$ cat config.mk
export PLATFORM = sky130hd
export DESIGN_NAME = apb_bus_rr_master_flat
export DESIGN_NICKNAME = d
export VERILOG_FILES = /design/src/rtl/apb_bus_rr_master_if.sv /design/src/rtl/apb_bus_rr_master.sv /design/src/flat_wrapper.sv
export SDC_FILE = /design/constraint.sdc
export NUM_CORES = 1
export LEC_CHECK = 0
export ABC_AREA = 1
export BUFFER_PORTS_ARGS = -buffer_cell sky130_fd_sc_hd__buf_2
export CAP_MARGIN = 15
export CORE_UTILIZATION = 41
export CTS_CLUSTER_DIAMETER = 60
export DETAILED_ROUTE_END_ITERATION = 10
export PLACE_DENSITY = 0.82
export SETUP_SLACK_MARGIN = 0.5
export SLEW_MARGIN = 20
export SYNTH_ARGS = -nofsm -noshare
export SYNTH_HDL_FRONTEND = slang
export SYNTH_SLANG_ARGS = --single-unit
$ cat constraint.sdc
create_clock -name SYSCLK -period 1 [get_ports SYSCLK]
set_input_delay 0.15 -clock SYSCLK [delete_from_list [all_inputs] [get_ports SYSCLK]]
set_output_delay 0.15 -clock SYSCLK [all_outputs]
set_load 0.01 [all_outputs]
$ cat src/rtl/apb_bus_rr_master_if.sv
// apb_bus_rr_master_if: requester-side handshake plus APB bus signals of the round-robin APB master
interface apb_bus_rr_master_if #(
  parameter int ADDR_W = 5,
  parameter int DATA_W = 32
);
  logic [1:0]          REQ;
  logic [1:0]          REQ_WRITE;
  logic [2*ADDR_W-1:0] REQ_ADDR;
  logic [2*DATA_W-1:0] REQ_WDATA;
  logic [1:0]          DONE;
  logic [DATA_W-1:0]   RDATA;
  logic                ERR;
  logic                GNT_ID;
  logic                PSEL;
  logic                PENABLE;
  logic                PWRITE;
  logic [ADDR_W-1:0]   PADDR;
  logic [DATA_W-1:0]   PWDATA;
  logic [DATA_W-1:0]   PRDATA;
  logic                PREADY;
  modport master (
    input  REQ, REQ_WRITE, REQ_ADDR, REQ_WDATA, PRDATA, PREADY,
    output DONE, RDATA, ERR, GNT_ID, PSEL, PENABLE, PWRITE, PADDR, PWDATA
  );
  modport slave (
    output REQ, REQ_WRITE, REQ_ADDR, REQ_WDATA, PRDATA, PREADY,
    input  DONE, RDATA, ERR, GNT_ID, PSEL, PENABLE, PWRITE, PADDR, PWDATA
  );
endinterface

$ cat src/rtl/apb_bus_rr_master.sv
// apb_bus_rr_master: shares one APB bus between two requesters with round-robin arbitration.
// Defining APB_RR_TIMEOUT_EN aborts an ACCESS phase with ERR=1 after TIMEOUT wait cycles.
module apb_bus_rr_master #(
  parameter int ADDR_W  = 5,
  parameter int DATA_W  = 32,
  parameter int TIMEOUT = 16
) (
  input logic SYSCLK,
  input logic RST_B,
  apb_bus_rr_master_if.master bus
);
  typedef enum logic [1:0] {S_IDLE, S_SETUP, S_ACCESS, S_DONE} state_t;
  state_t            state_q, state_d;
  logic              psel_q, psel_d, penable_q, penable_d, pwrite_q, pwrite_d;
  logic [ADDR_W-1:0] paddr_q, paddr_d;
  logic [DATA_W-1:0] pwdata_q, pwdata_d, rdata_q, rdata_d;
  logic [1:0]        done_q, done_d;
  logic              err_q, err_d, gnt_q, gnt_d, last_q, last_d;
  logic              win, finish;
`ifdef APB_RR_TIMEOUT_EN
  logic [7:0]        wait_q, wait_d;
`endif
  always_comb begin
    state_d   = state_q;
    psel_d    = psel_q;
    penable_d = penable_q;
    pwrite_d  = pwrite_q;
    paddr_d   = paddr_q;
    pwdata_d  = pwdata_q;
    rdata_d   = rdata_q;
    err_d     = err_q;
    gnt_d     = gnt_q;
    last_d    = last_q;
    done_d    = 2'b00;
    finish    = 1'b0;
`ifdef APB_RR_TIMEOUT_EN
    wait_d    = wait_q;
`endif
    // on contention the requester not served last wins
    win = &bus.REQ ? ~last_q : bus.REQ[1];
    case (state_q)
      S_IDLE: if (|bus.REQ) begin
        state_d  = S_SETUP;
        psel_d   = 1'b1;
        gnt_d    = win;
        pwrite_d = bus.REQ_WRITE[win];
        paddr_d  = win ? bus.REQ_ADDR[2*ADDR_W-1:ADDR_W] : bus.REQ_ADDR[ADDR_W-1:0];
        pwdata_d = win ? bus.REQ_WDATA[2*DATA_W-1:DATA_W] : bus.REQ_WDATA[DATA_W-1:0];
      end
      S_SETUP: begin
        state_d   = S_ACCESS;
        penable_d = 1'b1;
`ifdef APB_RR_TIMEOUT_EN
        wait_d    = 8'd0;
`endif
      end
      S_ACCESS: begin
        if (bus.PREADY) begin
          finish  = 1'b1;
          rdata_d = pwrite_q ? '0 : bus.PRDATA;
          err_d   = 1'b0;
        end
`ifdef APB_RR_TIMEOUT_EN
        else if (wait_q == 8'(TIMEOUT - 1)) begin
          finish  = 1'b1;
          rdata_d = '0;
          err_d   = 1'b1;
        end else wait_d = wait_q + 8'd1;
`endif
      end
      default: state_d = S_IDLE;
    endcase
    if (finish) begin
      state_d   = S_DONE;
      psel_d    = 1'b0;
      penable_d = 1'b0;
      pwrite_d  = 1'b0;
      paddr_d   = '0;
      pwdata_d  = '0;
      done_d    = gnt_q ? 2'b10 : 2'b01;
      last_d    = gnt_q;
    end
  end
  always_ff @(posedge SYSCLK) begin
    if (!RST_B) begin
      state_q   <= S_IDLE;
      psel_q    <= 1'b0;
      penable_q <= 1'b0;
      pwrite_q  <= 1'b0;
      paddr_q   <= '0;
      pwdata_q  <= '0;
      rdata_q   <= '0;
      done_q    <= 2'b00;
      err_q     <= 1'b0;
      gnt_q     <= 1'b0;
      last_q    <= 1'b1;
    end else begin
      state_q   <= state_d;
      psel_q    <= psel_d;
      penable_q <= penable_d;
      pwrite_q  <= pwrite_d;
      paddr_q   <= paddr_d;
      pwdata_q  <= pwdata_d;
      rdata_q   <= rdata_d;
      done_q    <= done_d;
      err_q     <= err_d;
      gnt_q     <= gnt_d;
      last_q    <= last_d;
    end
  end
`ifdef APB_RR_TIMEOUT_EN
  always_ff @(posedge SYSCLK) begin
    if (!RST_B) wait_q <= 8'd0;
    else wait_q <= wait_d;
  end
`endif
  assign bus.PSEL    = psel_q;
  assign bus.PENABLE = penable_q;
  assign bus.PWRITE  = pwrite_q;
  assign bus.PADDR   = paddr_q;
  assign bus.PWDATA  = pwdata_q;
  assign bus.RDATA   = rdata_q;
  assign bus.DONE    = done_q;
  assign bus.ERR     = err_q;
  assign bus.GNT_ID  = gnt_q;
endmodule

$ cat src/flat_wrapper.sv
// flat-port wrapper written by rule: the top's interface ports become plain ports
module apb_bus_rr_master_flat 
#(
  parameter int ADDR_W  = 5,
  parameter int DATA_W  = 32,
  parameter int TIMEOUT = 16
)
  (SYSCLK, RST_B, bus_REQ, bus_REQ_WRITE, bus_REQ_ADDR, bus_REQ_WDATA, bus_PRDATA, bus_PREADY, bus_DONE, bus_RDATA, bus_ERR, bus_GNT_ID, bus_PSEL, bus_PENABLE, bus_PWRITE, bus_PADDR, bus_PWDATA);
  apb_bus_rr_master_if #(.ADDR_W(ADDR_W), .DATA_W(DATA_W)) bus_i ();
  input logic SYSCLK;
  input logic RST_B;
  input wire logic [$bits(bus_i.REQ)-1:0] bus_REQ;
  input wire logic [$bits(bus_i.REQ_WRITE)-1:0] bus_REQ_WRITE;
  input wire logic [$bits(bus_i.REQ_ADDR)-1:0] bus_REQ_ADDR;
  input wire logic [$bits(bus_i.REQ_WDATA)-1:0] bus_REQ_WDATA;
  input wire logic [$bits(bus_i.PRDATA)-1:0] bus_PRDATA;
  input wire logic [$bits(bus_i.PREADY)-1:0] bus_PREADY;
  output wire logic [$bits(bus_i.DONE)-1:0] bus_DONE;
  output wire logic [$bits(bus_i.RDATA)-1:0] bus_RDATA;
  output wire logic [$bits(bus_i.ERR)-1:0] bus_ERR;
  output wire logic [$bits(bus_i.GNT_ID)-1:0] bus_GNT_ID;
  output wire logic [$bits(bus_i.PSEL)-1:0] bus_PSEL;
  output wire logic [$bits(bus_i.PENABLE)-1:0] bus_PENABLE;
  output wire logic [$bits(bus_i.PWRITE)-1:0] bus_PWRITE;
  output wire logic [$bits(bus_i.PADDR)-1:0] bus_PADDR;
  output wire logic [$bits(bus_i.PWDATA)-1:0] bus_PWDATA;
  assign bus_i.REQ = bus_REQ;
  assign bus_i.REQ_WRITE = bus_REQ_WRITE;
  assign bus_i.REQ_ADDR = bus_REQ_ADDR;
  assign bus_i.REQ_WDATA = bus_REQ_WDATA;
  assign bus_i.PRDATA = bus_PRDATA;
  assign bus_i.PREADY = bus_PREADY;
  assign bus_DONE = bus_i.DONE;
  assign bus_RDATA = bus_i.RDATA;
  assign bus_ERR = bus_i.ERR;
  assign bus_GNT_ID = bus_i.GNT_ID;
  assign bus_PSEL = bus_i.PSEL;
  assign bus_PENABLE = bus_i.PENABLE;
  assign bus_PWRITE = bus_i.PWRITE;
  assign bus_PADDR = bus_i.PADDR;
  assign bus_PWDATA = bus_i.PWDATA;
  apb_bus_rr_master #(.ADDR_W(ADDR_W), .DATA_W(DATA_W), .TIMEOUT(TIMEOUT)) u_core (.SYSCLK(SYSCLK), .RST_B(RST_B), .bus(bus_i));
endmodule
After elaboration in Yosys (flattened, before gate mapping)
Index checks and enable logic that the tools add are counted.
Storage, ports and cells
  logic and storage cells: 37
  flip-flop bits (word level): 78
  output and inout port bits: 76
  input bits: 113
Operators by class
  equality and inequality tests: 4
  magnitude comparators: 1
  reduce and logical (&&, ||, !) cells: 8
  bitwise logic cells: 2
  multiplexer cells: 12
Operators by type and width (count)
  $mux W32: 2
  $reduce_and A2 Y1: 5
  $mux W2: 3
  $pmux W2 S3: 1
  $mux W1: 5
  $mux W5: 1
  $reduce_or A2 Y1: 2
  $ne A3 B1 Y1 const B: 1
  $eq A2 B1 Y1 const B: 1
  $eq A2 B2 Y1 const B: 1
  $logic_not A2 Y1: 1
  $lt A1 B2 Y1 const B: 1
  $ne A2 B1 Y1 const B: 1
  $not A1 Y1: 2

Logic depth before layout (Yosys ltp)
Gate-level depths: netlist (run 1).
  depth in word-level cells: 4
  mapped depth: 8
  depth with buffers taken out: 6

Least setup slack after synthesis (run 1)
No wires, ideal clock.
  path kind: reg2reg
  start point: register u_core.state_q[0]
  end point: register u_core.pwdata_q[18], in the netlist u_core.bus.PWDATA[18]
  path buffers: 2
  slack: -0.082 ns
  arrival: 0.970 ns
  cell stages (with the launch flop): 9
  library setup time: 0.111 ns
  clock period less this slack: 1.082 ns
  path through: dfxtp_1 -> inv_2 -> nand2_1 -> nor2_2 -> buf_4 -> buf_6 -> nand2_1 -> nor2_1 -> nor2_1
On the way
  word-level cells in the longest chain between the ends: 3
  elaborated cells between the ends (all ways): 5
RTL lines
  start: declaration: line apb_bus_rr_master.sv:13  | state_t state_q, state_d;
  start signal: assignment: line apb_bus_rr_master.sv:98  | state_q <= state_d;
  $eq A2 B2 Y1: line apb_bus_rr_master.sv:41  | case (state_q)
  $mux W1: line apb_bus_rr_master.sv:41
  $reduce_or A2 Y1 (no line)
  end signal: assignment: line apb_bus_rr_master.sv:103  | pwdata_q <= pwdata_d;
  end: declaration: line apb_bus_rr_master.sv:16  | logic [DATA_W-1:0] pwdata_q, pwdata_d, rdata_q, rdata_d;
Several ways; a longest one is shown, not always the timed one.
A chain may end at the register's enable or synchronous reset.

Final worst setup path (run 1)
  start point: register u_core.state_q[1]
  end point: register u_core.pwdata_q[1], in the netlist u_core.bus.PWDATA[1]
The elaborated chain is that of the path after synthesis.

==> results of run 1 <==
## path summary, 6_finish.rpt
check,startpoint,endpoint,depth (start not counted)
max,u_core.state_q[1],u_core.bus.PWDATA[1],8
max reg2reg,u_core.state_q[1],u_core.bus.PWDATA[1],8
min,bus_PRDATA[15],u_core.bus.RDATA[15],3
min reg2reg,u_core.bus.RDATA[6],u_core.bus.RDATA[6],2
## state kept, by name, indices dropped and copies added, names as in the netlist
name                count
u_core.bus.DONE         2
u_core.bus.GNT_ID       1
u_core.bus.PADDR        5
u_core.bus.PENABLE      1
u_core.bus.PSEL         1
u_core.bus.PWDATA      32
u_core.bus.PWRITE       1
u_core.bus.RDATA       32
u_core.last_q           1
u_core.state_q          2
## stage by stage
step | utilization (%) | cells | hold WS, ps | TNS (ps) | instance area (um2)
final | 69.9 | 885 | 21.6 | -7800 | 5800
after global routing | 69.9 | 885 | 5.86 | -12650 | 5800
after floorplan | - | 578 | 275 | -938 | 3680
after detailed placement | 57.0 | 856 | 373 | -4830 | 4730
after CTS | 66.7 | 875 | 10.6 | -5640 | 5540
after global placement | 57.0 | 856 | 370 | -3410 | 4730
## cells by family after synthesis
logic type	share of synthesized area, %
AND/OR/NAND/NOR	41.7
buffers and inverters	13.7
other	0.105
AO/OA/AOI/OAI	0.702
flip-flops	43.9
## Yosys cell counts
cell type,number
nand3_1,34
nor2_2,1
nand2_2,1
nand2_1,222
clkbuf_1,2
buf_6,2
conb_1,1
a21oi_1,3
inv_1,79
dfxtp_1,78
buf_1,1
buf_4,8
nand4_1,1
buf_2,17
inv_2,3
o21ai_0,1
nor2_1,123
o21ai_1,1
## critical path, cell delays in order, from the launching register on
cell and delay, ps:
dfxtp_4 370, inv_4 60, nand2_2 60, nor2_4 140, buf_12 130, clkbuf_16 140
nand2_1 50, nor2_1 90, nor2_1 40
## layout make-up
cell class                 instances  area, um2  area share, %
clock buffer                      10        138           2.37
clock inverter                     6       92.6           1.60
inverter                          82        315           5.43
multi-input combinational        388       1640           28.3
sequential                        78       1660           28.6
tap                              105        131           2.26
timing repair buffer             216       1820           31.4
## power by group
part | leakage, nW | internal (mW) | switching, mW
clock network | 0.110 | 1.49 | 1.22
logic | 2.44 | 1.46 | 1.42
registers | 0.670 | 3.51 | 0.243
total | 3.22 | 6.46 | 2.88
## routing by layer
metal / routed length (um) / part of all wire (%)
met5: 0 / 0
met4: 136 / 1.3
met3: 454 / 4.4
met2: 5470 / 53
met1: 4340 / 42
## repair_timing
item,in CTS,in global routing
pin swaps,1,7
setup buffers,3,3
setup endpoints to repair,153,153
resized for setup,148,33
cloned,0,7
==> metrics.txt, run 1 <==
status=finished, violations left; failing checks=setup timing; Crit path required time=about 1200 ps; synthesized area per cell=6.16 um2; vias in the first global route=3481; clock latency on the worst-skew pair=340 ps; I/O Pins=189; worst-path fanout max=5; Antenna Nets Post-Route=0; top post-synthesis cells by area=dfxtp_1 44%, nand2_1 23%, nor2_1 13%; CP Capture Type=flop; CTS H-tree depth=3; Worst-path clk slew=90 ps; total number of yosys warnings=0; drt wl/cell=11.7 um; Post-CTS Hold Buffers=0; share of the synthesized area in the top cell type=about 44%; r2r setup slk=-210 ps; MaxCap Viol Count=0; layout cells sized above 1=44.2%; Post-Syn Nets=691; Yosys cell types=18; Setup Crit Path Kind=flop to flop; fin nets=888; #FFs+latches synth=78; post-synthesis instance area=about 3600 um2; standard-cell rows=33; Setup WS post-layout=-209 ps; Seq/Total Area, Yosys=43.9%; Starting Density=between 40% and 50%; IO Port Bufs=187; M2 GR Usage=39.6%; Vias/cell=4.43; CTS tree=built; Die Y=95.2 um; # fillers=686; clock buffer count from CTS=9; initial antenna violation count=0; Worst EP arrival=1450 ps; Final Skew=7.61 ps; Startpoint Class=flop; Most Crowded Layer GR=met2; Final Hold Fails=0; diodes inserted=0; drt pass-1 iters=4; Syn Inst Count=578; HPWL Detailed=6.30 mm; Routed WL=10.4 mm; first-pass GRT wire length=14.6 mm; clock sink count=78; most common cell after layout, fill and taps aside=nand2_1; clk buf depth=2; Die Area=9060 um2; GRT Residual Overflow=0; Setup violations, final=between 70 and 80; GR Layer Usage met1=a little over a fifth; Place WS=-135 ps; Core Area=8300 um2; clock root buffer=clkbuf_8; worst hold path class=input port to flop; RSZ-0062 raised after global routing=true; final period utilization=121%; PwrDens=1610 nW/um2; All-Layer GR Usage=20.4%; commonest cells after routing, fill and taps aside=213 x nand2_1, 119 x nor2_1, 112 x buf_2; cell taking the most area after synthesis=dfxtp_1; Total Power=slightly above 9 mW; met3 usage=about 4%; Peak Freq=slightly above 800 MHz; synthesis-to-finish area growth=63.0%; DRC violations left=0; Slew Limit Fails=0; Final min period=1210 ps; detailed-route via count=between 3000 and 4000; initial DRC count=113; placer congestion estimate=0.766; maximum number of pins on one net before global-route repair=44; Pleak=3.22 nW; maximum VDD drop=0.808 mV; Die W=95.2 um
(Power assumes the default switching activity.)
==> inputs of run 2 (changes only) <==
PLACE_DENSITY = 0.77   (was 0.82)
==> run 2 against run 1 <==
Against the previous run: the run still ends with setup timing left; die area stayed put; sequential share of layout area fell by 0.15 points; clock skew increased by 9.1 ps; combinational power barely moved; worst setup slack better by 52 ps; utilization grew 0.17 points; highest routed layer unchanged.
==> metrics.txt, run 2 (synthesis gave the netlist of run 1 again) <==
clock buffer count from CTS=9; maximum VDD drop=0.883 mV; Routed WL=10.3 mm; Antenna Nets Post-Route=0; Setup violations, final=72; Final min period=1160 ps; clk buf depth=2; diodes inserted=0; I/O Pins=189; first-pass GRT wire length=15.3 mm; HPWL Detailed=6.71 mm; Post-CTS Hold Buffers=0; Worst path slowest cell=dfxtp_2; met3 WL=470 um; All-Layer GR Usage=around 21%; drt wl/cell=approximately 12 um; final period utilization=116%; Vias/cell=4.48; met1 wire length=4.10 mm; Core Area=8300 um2; post-route setup TNS=-7120 ps; commonest cells after routing, fill and taps aside=214 x nand2_1, 115 x nor2_1, 113 x buf_2; Startpoint Class=flop; initial antenna violation count=0; Slew Limit Fails=0; CTS tree=built; RSZ-0062 raised after global routing=true; clock latency on the worst-skew pair=340 ps; IO Port Bufs=around 190; GRT Residual Overflow=0; Area after DPL=4750 um2; largest stage delay on the critical path=360 ps; Setup Crit Path Kind=flop to flop; MaxCap Viol Count=0; CTS H-tree depth=3; Die W=95.2 um; Setup WS post-layout=-157 ps; Worst-path clk slew=100 ps; failing checks=setup timing; layout cells sized above 1=approximately 44%; Final Hold Fails=0; worst hold path class=input port to flop; most common cell after layout, fill and taps aside=nand2_1; Pleak=3.24 nW; Final Skew=between 15 and 20 ps; # fillers=680; Die Area=9060 um2; vias in the first global route=3709; placer congestion estimate=around 0.77; clock sink count=78; Starting Density=between 40% and 50%; initial DRC count=146; Worst EP arrival=1390 ps; synthesis-to-finish area growth=63.4%; detailed-route via count=3987; critical path, cell by cell=inv_2 > nand2_2 > nor2_4 > buf_12 > nand2_1 > nor2_2 > nor2_1; Highest Signal Layer=met4; status=finished, violations left; Peak Freq=864 MHz; PwrDens=1600 nW/um2; CP Capture Type=flop; Final Cell Area=5820 um2; worst-path fanout max=28; Die Y=95.2 um; met2 routed WL=5.58 mm; DRC violations left=0; Crit path required time=1230 ps; drt pass-1 iters=4; fin nets=893; standard-cell rows=33; clock root buffer=clkbuf_8; maximum number of pins on one net before global-route repair=34
[run 2: cell count changes in the layout (fill, tap and decap cells not counted), sizes merged]
cell      previous run  this run
inv                 84        82
buf                213       219
clkbuf              13        12
clkinvlp             2         1
clkinv               0         3
[run 2: critical path: cells and delay by family, from the launching register on]
| family | cells | cell delay (ps) |
|---|---|---|
| simple gates | 5 | 440 |
| buf+inv | 2 | 250 |
| flops | 1 | 360 |
[run 2: power by group]
part / switching (mW) / internal [mW] / leakage (nW) / total, mW
logic: 1.39 / 1.46 / 2.46 / 2.85
clock network: 1.23 / 1.49 / 0.113 / 2.72
registers: 0.250 / 3.51 / 0.670 / 3.76
[run 2: repair_timing]
item,4_1_cts,5_1_grt
cloned,2,2
endpoints found under the hold margin,0,1
gates resized for setup,132,48
endpoints found under the setup margin,153,153
buffers inserted,7,5
pin swaps,1,9
[run 2: through the flow]
stage / hold slack [ps] / total power [mW] / cells / worst slack, ps / utilization, %
detailed placement: 380 / 5.91 / 858 / -159 / 57.2
floorplan: 275 / 5.05 / 578 / -63.5 / -
finish: 18.2 / 9.33 / 890 / -157 / 70.1
global placement: 368 / 5.85 / 858 / -108 / 57.2
CTS: 9.78 / 9.10 / 883 / -122 / 66.9
global route: -0.220 / 9.88 / 890 / -250 / 70.1
[run 2: worst paths after layout]
path | cells past startpoint | end | slack, ps | from
setup / recovery | 7 | u_core.bus.PWDATA[5] | -160 | u_core.state_q[1]
hold / removal | 3 | u_core.bus.RDATA[19] | 20 | bus_PRDATA[19]
setup reg to reg | 7 | u_core.bus.PWDATA[5] | -160 | u_core.state_q[1]
hold reg to reg | 2 | u_core.bus.RDATA[11] | 450 | u_core.bus.RDATA[11]
[run 2: final cells by class]
class,count,area (um2),area share (%)
Sequential cell,78,1660,28.5
Tap cell,105,131,2.26
Clock buffer,10,138,2.37
Timing Repair Buffer,221,1830,31.5
Multi-Input combinational cell,388,1650,28.4
Inverter,82,313,5.38
Clock inverter,6,93.8,1.61
[run 2: routing by layer]
layer  global-route usage (%)  up-vias
met4                     8.21        0
met5                        0        -
met1                     22.9     1782
li1                         -     2076
met2                     41.5      118
met3                     3.19       11
==> inputs of run 3 (changes only) <==
CORE_UTILIZATION = 45   (was 41)
PLACE_DENSITY = 0.8   (was 0.77)
clock period = 1.2 ns   (was 1 ns; I/O delays follow)
==> run 3 against run 2 <==
Against the previous run: the run still ends with setup timing left; cell area grew 8.2%; via count grew 12%; total power shrank 12%; highest routed layer unchanged.
==> metrics.txt, run 3 (synthesis gave the netlist of run 1 again) <==
GR Layer Usage met1=roughly 31%; drt pass-1 iters=5; drt wl/cell=approximately 15 um; HPWL Detailed=6.67 mm; first-pass GRT wire length=19.5 mm; IO Port Bufs=roughly 190; Die Area=8270 um2; Worst-path clk slew=100 ps; CP Capture Point=u_core.bus.PWDATA[12]; worst hold path class=input port to flop; Peak Freq=783 MHz; Setup violations, final=62; hold_sp=bus_PRDATA[13]; CP most frequent cell=nand2_1; maximum number of pins on one net before global-route repair=36; critical path, cell by cell=buf_6 > nor2_4 > buf_8 > o21ai_2 > nand2_1 > nand2_1 > nor2_1; clk buf depth=2; RR Endpoint=u_core.bus.PWDATA[12]; CP Capture Type=flop; placer congestion estimate=0.833; synthesis-to-finish area growth=76.7%; met3 usage=just over 5%; fin nets=910; CTS tree=built; worst-path fanout max=6; Total Power=8.25 mW; initial DRC count=168; Pleak=3.36 nW; Worst path slowest cell=dfxtp_4; Starting Density=between 40 and 50%; commonest cells after routing, fill and taps aside=203 x nand2_1, 112 x nor2_1, 112 x buf_2; initial antenna violation count=1; Worst EP arrival=about 1600 ps; clock root buffer=clkbuf_8; final period utilization=106%; largest stage delay on the critical path=370 ps; Post-CTS Hold Buffers=0; Setup Crit Path Kind=flop to flop; Routed WL=13.8 mm; Die W=91.0 um; Final Hold Fails=0; Vias/cell=4.92; Area after DPL=4690 um2; CTS H-tree depth=3; clock buffer count from CTS=9; DRC violations left=0; Setup WS post-layout=-76.7 ps; detailed-route via count=4454; Antenna Nets Post-Route=0; Core Area=7690 um2; # fillers=464; Setup crit start=u_core.state_q[0]; All-Layer GR Usage=29.7%; Worst Path Buf+Inv=2; clock latency on the worst-skew pair=360 ps; post-route insts no fill=905; failing checks=setup timing; Slew Limit Fails=0; placed cell count=849; I/O Pins=189; RSZ-0062 raised after global routing=true; Crit. path cell count=7; final core area utilization=81.9%; PwrDens=1310 nW/um2; Crit path required time=~1500 ps; Final Skew=12.6 ps; Place WS=-267 ps; Startpoint Class=flop; CP top delay family=simple AND/OR/NAND/NOR gates; vias in the first global route=4283; reg2reg start=u_core.state_q[0]; Most Crowded Layer GR=met2; MaxCap Viol Count=0; FF-to-FF path depth=7; status=finished, violations left; most common cell after layout, fill and taps aside=nand2_1; layout cells sized above 1=50.1%; Final min period=1280 ps; clock sink count=78; Final Cell Area=6290 um2; standard-cell rows=32; M2 GR Usage=56.2%; maximum VDD drop=0.917 mV; Die Y=91.0 um; post-route setup TNS=-2050 ps; Final Hold Slack=slightly below 40 ps; GRT Residual Overflow=0; r2r setup slk=-80 ps
==> run 3: changes by cell type in the layout (fill, tap and decap cells not counted), moves of 4 or more <==
cell and change:
buf_16 +4, buf_6 +6, nand2_1 -11, nand2_2 +8
nand2_4 +4, nand3_1 -23, nand3_2 +16, nand3_4 +7
o21ai_4 +4
==> run 3: worst min path at each step <==
stage                           endpoint  slack (ps)  cells past startpoint
global route         u_core.bus.RDATA[2]          50                      3
finish              u_core.bus.RDATA[13]          40                      3
CTS                 u_core.bus.RDATA[21]          40                      3
floorplan           u_core.bus.RDATA[13]         310                      2
global placement     u_core.bus.RDATA[2]         400                      3
detailed placement  u_core.bus.RDATA[23]         400                      3
==> run 3: final cells by class <==
cell class              instances  area [um2]  share of cell area, %
well taps                     102         128                   2.03
clock buffers                  10         128                   2.03
multi-input cells             395        1980                   31.5
inverters                      82         315                   5.01
flip-flops and latches         78        1660                   26.4
diodes                          1        2.50                 0.0398
clock inverters                 6        93.8                   1.49
repair buffers                231        1980                   31.5
==> run 3: layer usage <==
layer | vias up | wire length (um)
met5 | - | 0
met4 | 0 | 717
met3 | 57 | 655
met2 | 210 | 7250
met1 | 2059 | 5130
li1 | 2128 | -
==> run 3: worst min-delay path: cells and delay by family <==
| family | cells | cell delay (ps) |
|---|---|---|
| buffers and inverters | 1 | 80 |
| and+or+nand+nor | 2 | 110 |
==> run 3: power breakdown <==
group / internal (mW) / switching (mW) / total [mW]
Sequential: 2.92 / 0.221 / 3.14
Clock: 1.19 / 1.06 / 2.25
Combinational: 1.36 / 1.50 / 2.86
Total: 5.48 / 2.78 / 8.25
==> run 3: timing repair <==
action,in CTS,in global routing
endpoints found under the setup margin,152,153
gates resized for setup,184,68
pin swaps,14,34
endpoints found under the hold margin,0,0
buffers inserted,16,10
gates cloned,10,3
